==> src/rtl/label_resolver_if.sv <==
// rtl/label_resolver_if.sv - label table RAM port bundle between resolver and RAM
interface label_resolver_if #(
    parameter int WIDTH = 32
);
    logic [WIDTH-1:0] ram_r_addr;
    logic [WIDTH-1:0] ram_rdata;
    logic             ram_wen;
    logic [WIDTH-1:0] ram_w_addr;
    logic [WIDTH-1:0] ram_wdata;

    modport master (
        output ram_r_addr,
        input  ram_rdata,
        output ram_wen,
        output ram_w_addr,
        output ram_wdata
    );

    modport slave (
        input  ram_r_addr,
        output ram_rdata,
        input  ram_wen,
        input  ram_w_addr,
        input  ram_wdata
    );
endinterface

==> src/rtl/label_resolver.sv <==
// rtl/label_resolver.sv - single-pass flattening of a union-find label equivalence table
module label_resolver #(
    parameter int WIDTH = 32
) (
    input  logic             clk,
    input  logic             reset,
    input  logic             start,
    input  logic [WIDTH-1:0] num_labels,
    label_resolver_if.master ram,
    output logic             busy,
    output logic             done,
    output logic             error,
    output logic [WIDTH-1:0] root_count
);

    typedef enum logic [2:0] {
        S_IDLE,
        S_ISSUE,
        S_SELF,
        S_PARENT,
        S_DONE
    } state_t;

    state_t           state_q, state_d;
    logic [WIDTH-1:0] i_q, i_d;
    logic [WIDTH-1:0] n_q, n_d;
    logic [WIDTH-1:0] root_count_q, root_count_d;
    logic             error_q, error_d;
    logic             last;

    assign last       = (i_q == n_q);
    assign root_count = root_count_q;
    assign error      = error_q;

    always_comb begin
        state_d        = state_q;
        i_d            = i_q;
        n_d            = n_q;
        root_count_d   = root_count_q;
        error_d        = error_q;
        busy           = 1'b0;
        done           = 1'b0;
        ram.ram_r_addr = '0;
        ram.ram_wen    = 1'b0;
        ram.ram_w_addr = '0;
        ram.ram_wdata  = '0;

        case (state_q)
            S_IDLE: begin
                if (start) begin
                    root_count_d = '0;
                    error_d      = 1'b0;
                    n_d          = num_labels;
                    i_d          = WIDTH'(1);
                    state_d      = (num_labels == '0) ? S_DONE : S_ISSUE;
                end
            end
            S_ISSUE: begin
                busy           = 1'b1;
                ram.ram_r_addr = i_q;
                state_d        = S_SELF;
            end
            S_SELF: begin
                busy = 1'b1;
                if (ram.ram_rdata == i_q) begin
                    root_count_d = root_count_q + WIDTH'(1);
                    state_d      = last ? S_DONE : S_ISSUE;
                    i_d          = last ? i_q : i_q + WIDTH'(1);
                end else if ((ram.ram_rdata != '0) && (ram.ram_rdata < i_q)) begin
                    // Parent is lower-numbered, so its entry is already flattened to its root.
                    ram.ram_r_addr = ram.ram_rdata;
                    state_d        = S_PARENT;
                end else begin
                    error_d = 1'b1;
                    state_d = S_DONE;
                end
            end
            S_PARENT: begin
                busy           = 1'b1;
                ram.ram_wen    = 1'b1;
                ram.ram_w_addr = i_q;
                ram.ram_wdata  = ram.ram_rdata;
                state_d        = last ? S_DONE : S_ISSUE;
                i_d            = last ? i_q : i_q + WIDTH'(1);
            end
            S_DONE: begin
                done    = 1'b1;
                state_d = S_IDLE;
            end
            default: state_d = S_IDLE;
        endcase
    end

    always_ff @(posedge clk or negedge reset) begin
        if (!reset) begin
            state_q      <= S_IDLE;
            i_q          <= '0;
            n_q          <= '0;
            root_count_q <= '0;
            error_q      <= 1'b0;
        end else begin
            state_q      <= state_d;
            i_q          <= i_d;
            n_q          <= n_d;
            root_count_q <= root_count_d;
            error_q      <= error_d;
        end
    end

endmodule

==> src/flat_wrapper.sv <==
// flat-port wrapper written by rule: the top's interface ports become plain ports
module label_resolver_flat 
#(
    parameter int WIDTH = 32
)
  (clk, reset, start, num_labels, busy, done, error, root_count, ram_ram_r_addr, ram_ram_rdata, ram_ram_wen, ram_ram_w_addr, ram_ram_wdata);
  label_resolver_if #(.WIDTH(WIDTH)) ram_i ();
  input  logic clk;
  input  logic reset;
  input  logic start;
  input  logic [WIDTH-1:0] num_labels;
  output logic busy;
  output logic done;
  output logic error;
  output logic [WIDTH-1:0] root_count;
  output wire logic [$bits(ram_i.ram_r_addr)-1:0] ram_ram_r_addr;
  input wire logic [$bits(ram_i.ram_rdata)-1:0] ram_ram_rdata;
  output wire logic [$bits(ram_i.ram_wen)-1:0] ram_ram_wen;
  output wire logic [$bits(ram_i.ram_w_addr)-1:0] ram_ram_w_addr;
  output wire logic [$bits(ram_i.ram_wdata)-1:0] ram_ram_wdata;
  assign ram_ram_r_addr = ram_i.ram_r_addr;
  assign ram_i.ram_rdata = ram_ram_rdata;
  assign ram_ram_wen = ram_i.ram_wen;
  assign ram_ram_w_addr = ram_i.ram_w_addr;
  assign ram_ram_wdata = ram_i.ram_wdata;
  label_resolver #(.WIDTH(WIDTH)) u_core (.clk(clk), .reset(reset), .start(start), .num_labels(num_labels), .ram(ram_i), .busy(busy), .done(done), .error(error), .root_count(root_count));
endmodule
==> config.mk <==
export PLATFORM = sky130hd
export DESIGN_NAME = label_resolver_flat
export DESIGN_NICKNAME = d
export VERILOG_FILES = /design/src/rtl/label_resolver_if.sv /design/src/rtl/label_resolver.sv /design/src/flat_wrapper.sv
export SDC_FILE = /design/constraint.sdc
export NUM_CORES = 1
export LEC_CHECK = 0
export ABC_AREA = 1
export CAP_MARGIN = 10
export CORE_UTILIZATION = 45
export DETAILED_ROUTE_END_ITERATION = 8
export PLACE_DENSITY = 0.75
export SYNTH_ARGS = -nofsm -noshare
export SYNTH_HDL_FRONTEND = slang
export SYNTH_SLANG_ARGS = --single-unit
==> constraint.sdc <==
create_clock -name clk -period 3.1 [get_ports clk]
set_input_delay 0.62 -clock clk [delete_from_list [all_inputs] [get_ports clk]]
set_output_delay 0.62 -clock clk [all_outputs]
set_load 0.02 [all_outputs]
==> flow_metrics.tcl, run 1 <==
set metrics [dict create \
    seq_area_frac_synth 0.329 \
    reg2reg_depth 21 \
    routed_wl_um 29800 \
    grt_max_degree 66 \
    fin_skew_ns 0.00787 \
    cts_tree "done" \
    route.detailed.drc 0 \
    violations "negative setup slack" \
    drv_slew 0 \
    final_area_sq_um 11800 \
    netlist_instances 1146 \
    finish.net_count 1559 \
    setup_viol 50 \
    drtIter0Drc 866 \
    crit_arrival_ns 2.66 \
    place_area_sq_um 10600 \
    power_frac_seq 0.279 \
    netSwitchingPower_mw 2.68 \
    dp_hpwl_um 21300 \
    synth_flop_cell "dfrtp_1" \
    synthMuxAreaShare 0 \
    min_period_ns 3.28 \
    crit_start "ram_ram_rdata[23]" \
    portBuffers 198 \
    ios 199 \
    powerDensity_nw_per_um2 532 \
    grt.overflow.total 0 \
    grt_pass1_wl_um 44100 \
    crit_required_ns 2.48 \
    cts_root_buffer "clkbuf_16" \
    tightest_slew_ns 0.725 \
    syn_avg_cell_area_sq_um 6.64 \
    synth_compound_gate_area_share 0.103 \
    synth_adder_area_share 0.0559 \
    hold_buffers 0 \
    ys_ff_latch 100 \
    syn_nets 1247 \
    via_count 9299 \
    p_comb_frac 0.523 \
    fmax_mhz 305 \
    numCtsBuffers 9 \
    start_util 0.460 \
    rsz0062_at_grt "true" \
    peakVddDrop_uv 446 \
    grt_pass1_vias 8669 \
    r2r-end "u_core.state_q[2]" \
    drt_pre_antenna_iters 7 \
    ys_warn_count 0 \
    yosys.area_share.xor_xnor 0.0668 \
    synth_cell_types 35 \
    clock_latency_ns 0.34 \
    die_w_um 132 \
    antenna_cells 0 \
    status "finished with violations" \
    hold_ws_ns 0.304 \
    async_flop_share 1.00 \
    avgViaCountPerCell 5.53 \
    grtUsageTotal 0.320 \
    power.internal_mw 3.60 \
    core-area_sq_um 16500 \
    critical_path_class "input pin to output port" \
    routabilityCongestion 0.952 \
    dieArea_sq_um 17400 \
    reg2reg_from "u_core.i_q[22]" \
    htreeDepth 3 \
    final_core_util 0.715 \
    postRouteAntennaNets 0 \
    drive_gt1_frac 0.221 \
    syn_area_sq_um 7610 \
    endpoint_kind "output port" \
    antenna_found_initial 0 \
    hold_violations 0 \
    min_period_over_period 1.06 \
    cts_sinks 100 \
    fin_ws_ns -0.181 \
    leakage_nw 5.13 \
    row_count 47 \
    start_kind "input pin" \
    stdcell_count 1682 \
    max_cap_violations 0 \
    cp_max_fo 8 \
    clk_pin_slew_ns 0.07 \
    clkPwrFrac 0.199 \
    wl_per_cell_um 17.7 \
    clockBufferDepth 2 \
    place_inst 1633 \
    r2r_setup_slack_ns 0 \
    p_sw_frac 0.427 \
    slew_headroom 0.516 \
    yosys.area_share.simple 0.350 \
    die_h_um 132 \
    synth_edf_count 0 \
    synth_top_family_by_area "simple AND/OR/NAND/NOR gates" \
    min_path_type "input pin to async pin" \
    fin_setup_tns_ns -5.05 \
    syn_to_final_growth_pct 55.4 \
]
routing by layer:
| layer | vias to the layer above | GRT usage | wire (um) |
|---|---|---|---|
| met2 | 476 | 0.556 | 14700 |
| met5 | - | 0 | 0 |
| met4 | 0 | 0.147 | 1590 |
| met3 | 140 | 0.0481 | 1900 |
| met1 | 4366 | 0.392 | 11600 |
| li1 | 4317 | - | - |
cell type report:
class | instances | area (sq um)
multi-input cells | 863 | 4960
fillers | 1272 | 4710
repair buffers | 343 | 3220
flip-flops and latches | 100 | 2500
inverters | 141 | 537
well taps | 220 | 275
clock buffers | 12 | 256
clock inverters | 3 | 68.8
power groups by stage:
stage | logic (mW) | clock network (mW) | registers, mW
finish | 3.28 | 1.25 | 1.75
global route | 3.54 | 1.31 | 1.77
CTS | 2.90 | 1.26 | 1.75
detailed placement | 2.68 | 0 | 1.77
global placement | 2.62 | 0 | 1.76
floorplan | 1.73 | 0 | 1.75
how the worst max path moves through the flow:
| stage | end | slack (ns) | depth (start not counted) |
|---|---|---|---|
| finish | ram_ram_r_addr[20] | -0.18 | 14 |
| global route | ram_ram_r_addr[25] | -0.23 | 14 |
| CTS | u_core.root_count[16] | -0.09 | 21 |
| detailed placement | ram_ram_r_addr[14] | -0.68 | 13 |
| global placement | ram_ram_r_addr[1] | -0.55 | 11 |
| floorplan | ram_ram_r_addr[11] | 0.38 | 10 |
registers in the layout, summed over array words and instances (netlist names):
signal             count
u_core.root_count     32
u_core.error           1
u_core.state_q         3
u_core.i_q            32
u_core.n_q            32
metrics by stage:
stage,total power [mW],setup slack [ns]
after CTS,5.92,-0.0873
final,6.28,-0.181
after global routing,6.63,-0.227
after global placement,4.39,-0.551
after floorplan,3.48,0.379
after detailed placement,4.45,-0.683
logic make-up (layout without fill, tap and decap cells):
family,count (synthesis),count (layout)
simple gates,633,633
buf+inv,183,499
compound gates,138,138
flops,100,100
xor+xnor,58,58
fa+ha+maj,34,34
Yosys cell counts, types with 9 or more instances:
cell type  count  area share
o21ai_1       43       0.028
xnor2_1       25       0.029
o21ai_0       25       0.016
clkbuf_1      26       0.013
xor2_1        33       0.038
nor2_1       148       0.073
a21oi_1       19       0.013
dfrtp_1      100        0.33
nor3_1        44       0.029
o31ai_1       12       0.012
buf_2          9      0.0059
ha_1          34       0.056
nand4_1       28       0.023
nor4_1        10      0.0082
inv_2         19      0.0094
inv_1        122       0.060
nand2_1      328        0.16
nand3_1       53       0.035
o22ai_1       32       0.026
worst max-delay path, stage by stage:
cell,delay [ns]
clkdlybuf4s15_1,0.25
ha_4,0.32
nand2_2,0.07
nor2_4,0.13
nand3_2,0.09
nor2_2,0.16
nand4_1,0.19
nand2_2,0.13
inv_2,0.06
nand3_4,0.12
buf_12,0.13
buf_16,0.13
o22ai_2,0.08
buf_6,0.16
placed cells by master, fill, tap and decap left out, types with 3 or more instances in the layout:
cell	n
inv_2	26
clkbuf_16	12
inv_1	114
o31ai_1	11
or2_1	3
nand3_1	48
a21o_1	3
clkbuf_2	4
o21ai_1	51
a21oi_2	8
buf_6	26
o22ai_4	3
nor3_1	44
nand2_2	11
or2_2	7
nor2_2	6
clkdlybuf4s15_1	4
dfrtp_1	100
ha_1	18
xnor2_1	25
nand4_1	28
nor4_1	10
o21ai_0	16
ha_4	16
nor2_1	141
nand3_2	4
o22ai_2	28
dlygate4sd2_1	20
buf_4	135
nand2_1	315
xor2_1	33
clkdlybuf4s50_1	133
buf_12	8
nor2_4	7
a21oi_1	13
buf_2	6
timing repair:
item	in CTS	in global routing
cloned	3	3
resized for setup	265	91
pin swaps	38	36
setup endpoints to repair	32	67
setup buffers	22	12
Note: power is estimated with default switching activity, not from simulation.
==> run 2: changes to the inputs <==
GPL_ROUTABILITY_DRIVEN = 0   (was not set)
SLEW_MARGIN = 10   (was not set)
==> flow_metrics.tcl, run 2 (synthesis gave the netlist of run 1 again) <==
set metrics [dict create \
    status "finished with violations" \
    violations "negative setup slack" \
    final_core_util 0.711 \
    cts_sinks 100 \
    place_area_sq_um 10500 \
    fin_ws_ns -0.0460 \
    slowest_delay_ns 0.31 \
    drtIter0Drc 801 \
    fmax_mhz 318 \
    start_util 0.460 \
    max_cap_violations 0 \
    final_common_cell "nand2_1" \
    hold_ws_ns 0.295 \
    tightest_slew_ns 0.745 \
    setup_viol 18 \
    final_area_sq_um 11700 \
    wl_per_cell_um 17.9 \
    final_cell_mix "nand2_1, buf_4, nor2_1" \
    clockBufferDepth 2 \
    grt_max_degree 66 \
    drt_pre_antenna_iters 8 \
    grt_pass1_wl_um 43600 \
    grt_pass1_vias 8595 \
    critical_path_class "input pin to output port" \
    rsz0062_at_grt "true" \
    ios 199 \
    route.detailed.drc 0 \
    peakVddDrop_uv 438 \
    grt.overflow.total 0 \
    dp_hpwl_um 20800 \
    dieArea_sq_um 17400 \
    powerDensity_nw_per_um2 555 \
    antenna_cells 0 \
    place_ws_ns -0.630 \
    cts_tree "done" \
    drv_slew 0 \
    fin_setup_tns_ns -0.336 \
    hold_violations 0 \
    endpoint_kind "output port" \
    portBuffers 198 \
    fin_skew_ns 0.00862 \
    place_inst 1630 \
    grtUsageTotal 0.316 \
    crit_required_ns 2.48 \
    numCtsBuffers 9 \
    start_kind "input pin" \
    leakage_nw 5.12 \
    antenna_found_initial 0 \
    slew_headroom 0.502 \
    core-area_sq_um 16500 \
    design_power_total_mw 6.51 \
    avgViaCountPerCell 5.59 \
    syn_to_final_growth_pct 54.4 \
    via_count 9408 \
    min_period_over_period 1.01 \
    min_path_type "input pin to async pin" \
    finish.net_count 1560 \
    fill_cells 1287 \
    htreeDepth 3 \
    critPathSlowestCell "ha_1" \
    path_cells "dlygate4sd2_1 -> ha_1 -> inv_1 -> nor2_2 -> nand3_2 -> nor2_1 -> nand4_1 -> nand2_1 -> inv_2 -> nand3_4 -> buf_12 -> o22ai_1 -> buf_2" \
    stdcell_count 1684 \
    crit_arrival_ns 2.53 \
    clock_latency_ns 0.35 \
    row_count 47 \
    die_h_um 132 \
    postRouteAntennaNets 0 \
    routed_wl_um 30200 \
    cp_max_fo 16 \
    min_period_ns 3.15 \
    die_w_um 132 \
    cts_root_buffer "clkbuf_16" \
    r2r_setup_slack_ns -0.02 \
    hold_buffers 0 \
    drive_gt1_frac 0.235 \
    clk_pin_slew_ns 0.07 \
]
## run 2: worst max-delay path: cells and delay by family
family | cells | cell delay [ns]
AO/OA/AOI/OAI | 1 | 0.09
adder cells (fa/ha/maj) | 1 | 0.31
buffers and inverters | 5 | 0.75
AND/OR/NAND/NOR | 6 | 0.75
## run 2: what timing repair did
action | 4_1_cts | 5_1_grt
pin swaps | 17 | 49
resized for setup | 227 | 122
gates cloned | 2 | 6
buffers inserted | 28 | 6
setup endpoints to repair | 32 | 93
## run 2: layout make-up
type,count,area (sq um),area share
well taps,220,275,0.0234
flip-flops and latches,100,2500,0.213
multi-input cells,863,4980,0.425
inverters,141,529,0.0451
repair buffers,344,3150,0.268
clock inverters,5,58.8,0.00501
clock buffers,11,243,0.0207
## run 2: report_power, final
group | internal (mW) | switching [mW] | leakage, nW
combinational | 1.41 | 2.19 | 3.64
sequential | 1.55 | 0.201 | 1.34
clock | 0.650 | 0.510 | 0.142
total | 3.62 | 2.90 | 5.12
## run 2: routing by layer
layer	wire, um	GRT usage	up-vias
met2	14400	0.546	582
li1	-	-	4337
met3	2430	0.0527	194
met5	0	0	-
met1	11400	0.383	4295
met4	1990	0.151	0
## run 2: final timing paths
path / start / end / cells after the start
setup / recovery: ram_ram_rdata[17] / ram_ram_r_addr[29] / 13
hold / removal: reset / u_core.root_count[31] / 1
setup reg to reg: u_core.i_q[27] / u_core.state_q[1] / 21
hold reg to reg: u_core.n_q[7] / u_core.n_q[7] / 2
max in group asynchronous: reset / u_core.i_q[13] / 2
min in group clk: u_core.n_q[7] / u_core.n_q[7] / 2
==> run 3: changes to the inputs <==
MAX_ROUTING_LAYER = met4   (was not set)
==> flow_metrics.tcl, run 3 (synthesis gave the netlist of run 1 again) <==
set metrics [dict create \
    fin_setup_tns_ns -0.364 \
    ios 199 \
    grt.overflow.total 0 \
    crit_arrival_ns 2.53 \
    drv_slew 0 \
    critPathSlowestCell "ha_1" \
    die_h_um 132 \
    max_cap_violations 0 \
    die_w_um 132 \
    grt_pass1_wl_um 43700 \
    start_kind "input pin" \
    avgViaCountPerCell 5.56 \
    drtIter0Drc 928 \
    clockBufferDepth 2 \
    critical_path_class "input pin to output port" \
    fmax_mhz 318 \
    cp_max_fo 16 \
    fill_cells 1284 \
    cts_tree "done" \
    wl_per_cell_um 17.9 \
    routed_wl_um 30100 \
    dp_hpwl_um 20800 \
    grtUsageTotal 0.326 \
    met3WireLength_um 2420 \
    finish.net_count 1560 \
    drt-met1-wl_um 11500 \
    cts_root_buffer "clkbuf_16" \
    via_count 9355 \
    design_power_total_mw 6.50 \
    drive_gt1_frac 0.230 \
    antenna_found_initial 0 \
    fin_skew_ns 0.0106 \
    slew_headroom 0.504 \
    min_path_type "input pin to async pin" \
    powerDensity_nw_per_um2 555 \
    path_cells "dlygate4sd2_1 -> ha_1 -> inv_1 -> nor2_2 -> nand3_2 -> nor2_1 -> nand4_1 -> nand2_1 -> inv_2 -> nand3_4 -> buf_12 -> o22ai_1 -> buf_2" \
    clock_latency_ns 0.35 \
    endpoint_kind "output port" \
    row_count 47 \
    postRouteAntennaNets 0 \
    highest_layer "met4" \
    seq_area_sq_um 2500 \
    place_ws_ns -0.630 \
    reg2reg_depth 21 \
    htreeDepth 3 \
    setup_viol 19 \
    status "finished with violations" \
    antenna_cells 0 \
    min_period_ns 3.15 \
    start_util 0.460 \
    reg2reg_from "u_core.i_q[27]" \
    grt_pass1_vias 8611 \
    final_cell_mix "nand2_1, buf_4, nor2_1" \
    cts_sinks 100 \
    drt_pre_antenna_iters 6 \
    stdcell_count 1684 \
    slowest_delay_ns 0.31 \
    clk_pin_slew_ns 0.07 \
    hold_violations 0 \
    route.detailed.drc 0 \
    peakVddDrop_uv 447 \
    fin_ws_ns -0.0459 \
    grt_max_degree 66 \
    hold_buffers 0 \
    portBuffers 198 \
    core-area_sq_um 16500 \
    min_period_over_period 1.01 \
    multi_input_area_sq_um 4960 \
    dieArea_sq_um 17400 \
    tightest_slew_ns 0.742 \
    syn_to_final_growth_pct 54.2 \
    wl_met2_um 14400 \
    rsz0062_at_grt "true" \
    crit_required_ns 2.48 \
    leakage_nw 5.11 \
    violations "negative setup slack" \
    numCtsBuffers 9 \
    crit_start "ram_ram_rdata[17]" \
    place_inst 1630 \
    final_common_cell "nand2_1" \
]
==> run 3: cell counts in the layout (fill, tap and decap cells not counted) <==
No cell type changed its count.
==> run 3: worst max-delay path: cells and delay by family <==
kind | cells | cell delay [ns]
buf+inv | 5 | 0.76
simple gates | 6 | 0.76
fa+ha+maj | 1 | 0.31
compound gates | 1 | 0.09
==> run 3: metal layers <==
metal,track usage,up-vias
li1,-,4331
met1,0.385,4302
met2,0.545,552
met3,0.0519,170
met4,0.149,0
met5,-,-
==> run 3: repair_timing <==
item,in CTS,in global routing
pin swaps,17,48
gates cloned,2,6
gates resized for setup,227,116
setup endpoints to repair,32,93
setup buffers,28,6
==> run 3: final timing paths <==
path	end	slack [ns]
min in group clk	u_core.n_q[7]	0.49
max in group asynchronous	u_core.i_q[13]	2.06
max reg2reg	u_core.state_q[1]	-0.01
min reg2reg	u_core.n_q[7]	0.49
min	u_core.root_count[31]	0.29
max	ram_ram_r_addr[29]	-0.05
==> run 3: through the flow <==
stage	area, sq um	hold slack (ns)	util
after floorplan	7610	0.324	-
after global placement	10500	0.474	0.638
after detailed placement	10500	0.479	0.638
after CTS	11200	0.312	0.677
after global routing	11700	0.342	0.710
final	11700	0.289	0.710
==> run 3: final cells by class <==
| class | instances | area share |
|---|---|---|
| repair buffers | 344 | 0.269 |
| clock buffers | 11 | 0.0207 |
| well taps | 220 | 0.0235 |
| clock inverters | 5 | 0.00502 |
| multi-input cells | 863 | 0.423 |
| flip-flops and latches | 100 | 0.214 |
| inverters | 141 | 0.0451 |
==> run 3: power by group <==
| part | switching, mW | internal (mW) | total (mW) | leakage, nW |
|---|---|---|---|---|
| clock | 0.512 | 0.650 | 1.16 | 0.142 |
| combinational | 2.17 | 1.41 | 3.58 | 3.64 |
| sequential | 0.202 | 1.55 | 1.76 | 1.34 |
==> RTL change, RTL diff (settings of run 2) <==
`WIDTH` is set to 32 in 3 places; all go to 40.
--- a/src/rtl/label_resolver_if.sv
+++ b/src/rtl/label_resolver_if.sv
@@ -1,6 +1,6 @@
 // rtl/label_resolver_if.sv - label table RAM port bundle between resolver and RAM
 interface label_resolver_if #(
-    parameter int WIDTH = 32
+    parameter int WIDTH = 40
 );
     logic [WIDTH-1:0] ram_r_addr;
     logic [WIDTH-1:0] ram_rdata;
--- a/src/rtl/label_resolver.sv
+++ b/src/rtl/label_resolver.sv
@@ -1,6 +1,6 @@
 // rtl/label_resolver.sv - single-pass flattening of a union-find label equivalence table
 module label_resolver #(
-    parameter int WIDTH = 32
+    parameter int WIDTH = 40
 ) (
     input  logic             clk,
     input  logic             reset,
--- a/src/flat_wrapper.sv
+++ b/src/flat_wrapper.sv
@@ -1,7 +1,7 @@
 // flat-port wrapper written by rule: the top's interface ports become plain ports
 module label_resolver_flat 
 #(
-    parameter int WIDTH = 32
+    parameter int WIDTH = 40
 )
   (clk, reset, start, num_labels, busy, done, error, root_count, ram_ram_r_addr, ram_ram_rdata, ram_ram_wen, ram_ram_w_addr, ram_ram_wdata);
   label_resolver_if #(.WIDTH(WIDTH)) ram_i ();
Interface: changed (6 resized); port bits go from 199 to 247. No check against the original RTL was run, so the function may have changed too.
==> RTL change against run 2 <==
- the run still ends with setup timing left
- setup slack worse by 0.12 ns
- die area grew 27%
- sequential cell count grew 24
- highest routed layer unchanged
- cell area up 29%
- via count up 28%
- synthesized area is 27% higher
- routed wire length is 30% higher
- power increased by 18%
- count of clock-buffer cells in the layout up 9
==> RTL change: results (changes against run 2) <==
Power
  – P_sw: 0.003221 W (was 0.002898 W)
  – Clk pwr share: 0.253 (was 0.178)
  – Comb power: 0.00356 W (was 0.00360 W)
  – Worst vdd ir: 0.0004472 V (was 0.0004382 V)

Timing
  – Setup tns final: -4.822 ns (was -0.3361 ns)
  – Slew HR: 0.4869 (was 0.5024)
  – Worst setup margin: -0.1695 ns (was -0.04598 ns)
  – Final setup viols: 42 (was 18)

Yosys
  – Syn Nets: 1608 (was 1247)
  – Post-synth top cells: 403 x nand2_1, 222 x nor2_1, 179 x inv_1 (was 328 x nand2_1, 148 x nor2_1, 122 x inv_1)
  – Post-synthesis adder-cell area fraction: 0.05439 (was 0.05593)
  – Top cells by area, synth: dfrtp_1 32%, nand2_1 16%, nor2_1 8.6% (was dfrtp_1 33%, nand2_1 16%, nor2_1 7.3%)
  – Post-synthesis xor/xnor area fraction: 0.04986 (was 0.06679)
  – Sequential-to-total area share from yosys stat: 0.3212 (was 0.3290)

Place
  – Dpl cell area: 0.01329 sq mm (was 0.01054 sq mm)
  – Pre-CTS setup slack: -0.7265 ns (was -0.6298 ns)
  – Placed insts: 2083 (was 1630)

Finish
  – Non-Filler Instances: 2156 (was 1684)
  – Final nets: 1993 (was 1560)
  – Share of layout cells above drive strength 1: 0.2266 (was 0.2350)

Drt
  – Met3 wire len: 3.215 mm (was 2.431 mm)
  – DR vias/cell: 5.596 (was 5.587)
  – Metal2 WL: 18.84 mm (was 14.39 mm)
  – Router iterations before antenna repair: 6 (was 8)

Run status
  – Status: complete, but fails checks (unchanged)
  – Failing checks: setup timing (unchanged)

Critical path
  – FF-to-FF End: u_core.state_q[2]$_DFFE_PN0N_ (was u_core.state_q[1]$_DFFE_PN0N_)
  – CP Max Fanout: 8 (was 16)
  – Reg2reg start: u_core.i_q[30]$_DFFE_PN0P_ (was u_core.i_q[27]$_DFFE_PN0P_)
  – Slowest-stage cell, CP: dlygate4sd2_1 (was ha_1)
  – CP Launch Point: ram_ram_rdata[36] (was ram_ram_rdata[17])
  – Worst path max stage delay: 0.27 ns (was 0.31 ns)

CTS
  – CTS hold repair buffers: 1 (was 0)
  – CTS H-tree depth: 4 (was 3)
  – TritonCTS Buffers: 17 (was 9)

Hold path
  – Hold Crit Class: reg2reg (was in2async)

GRT
  – Met1 GRT Util: 0.3972 (was 0.3825)
  – Pin count of the biggest net entering global routing: 87 (was 66)
  – Global Route met3 Usage: 0.05920 (was 0.05267)
  – GR Util met2: 0.5551 (was 0.5459)
-- RTL change: cell count changes after synthesis, sizes merged, moves of 24 or more --
| cell | delta |
|---|---|
| dfrtp | +24 |
| o21ai | +35 |
| nand3 | +45 |
| inv | +46 |
| nor2 | +74 |
| nand2 | +76 |
-- RTL change: worst max-delay path, delay by kind of cell --
| kind | cells | cell delay (ns) |
|---|---|---|
| buffers and inverters | 5 | 0.97 |
| AO/OA/AOI/OAI | 2 | 0.26 |
| AND/OR/NAND/NOR | 6 | 0.79 |
-- RTL change: area by class of cell --
cell class,count,area [sq um],area share
Timing Repair Buffer,422,3963,0.2624
Tap cell,275,344.1,0.02279
Inverter,187,704.4,0.04665
Clock buffer,20,446.7,0.02958
Antenna cell,1,2.502,0.0001657
Sequential cell,124,3103,0.2055
Clock inverter,11,120.1,0.007955
Multi-Input combinational cell,1116,6416,0.4249
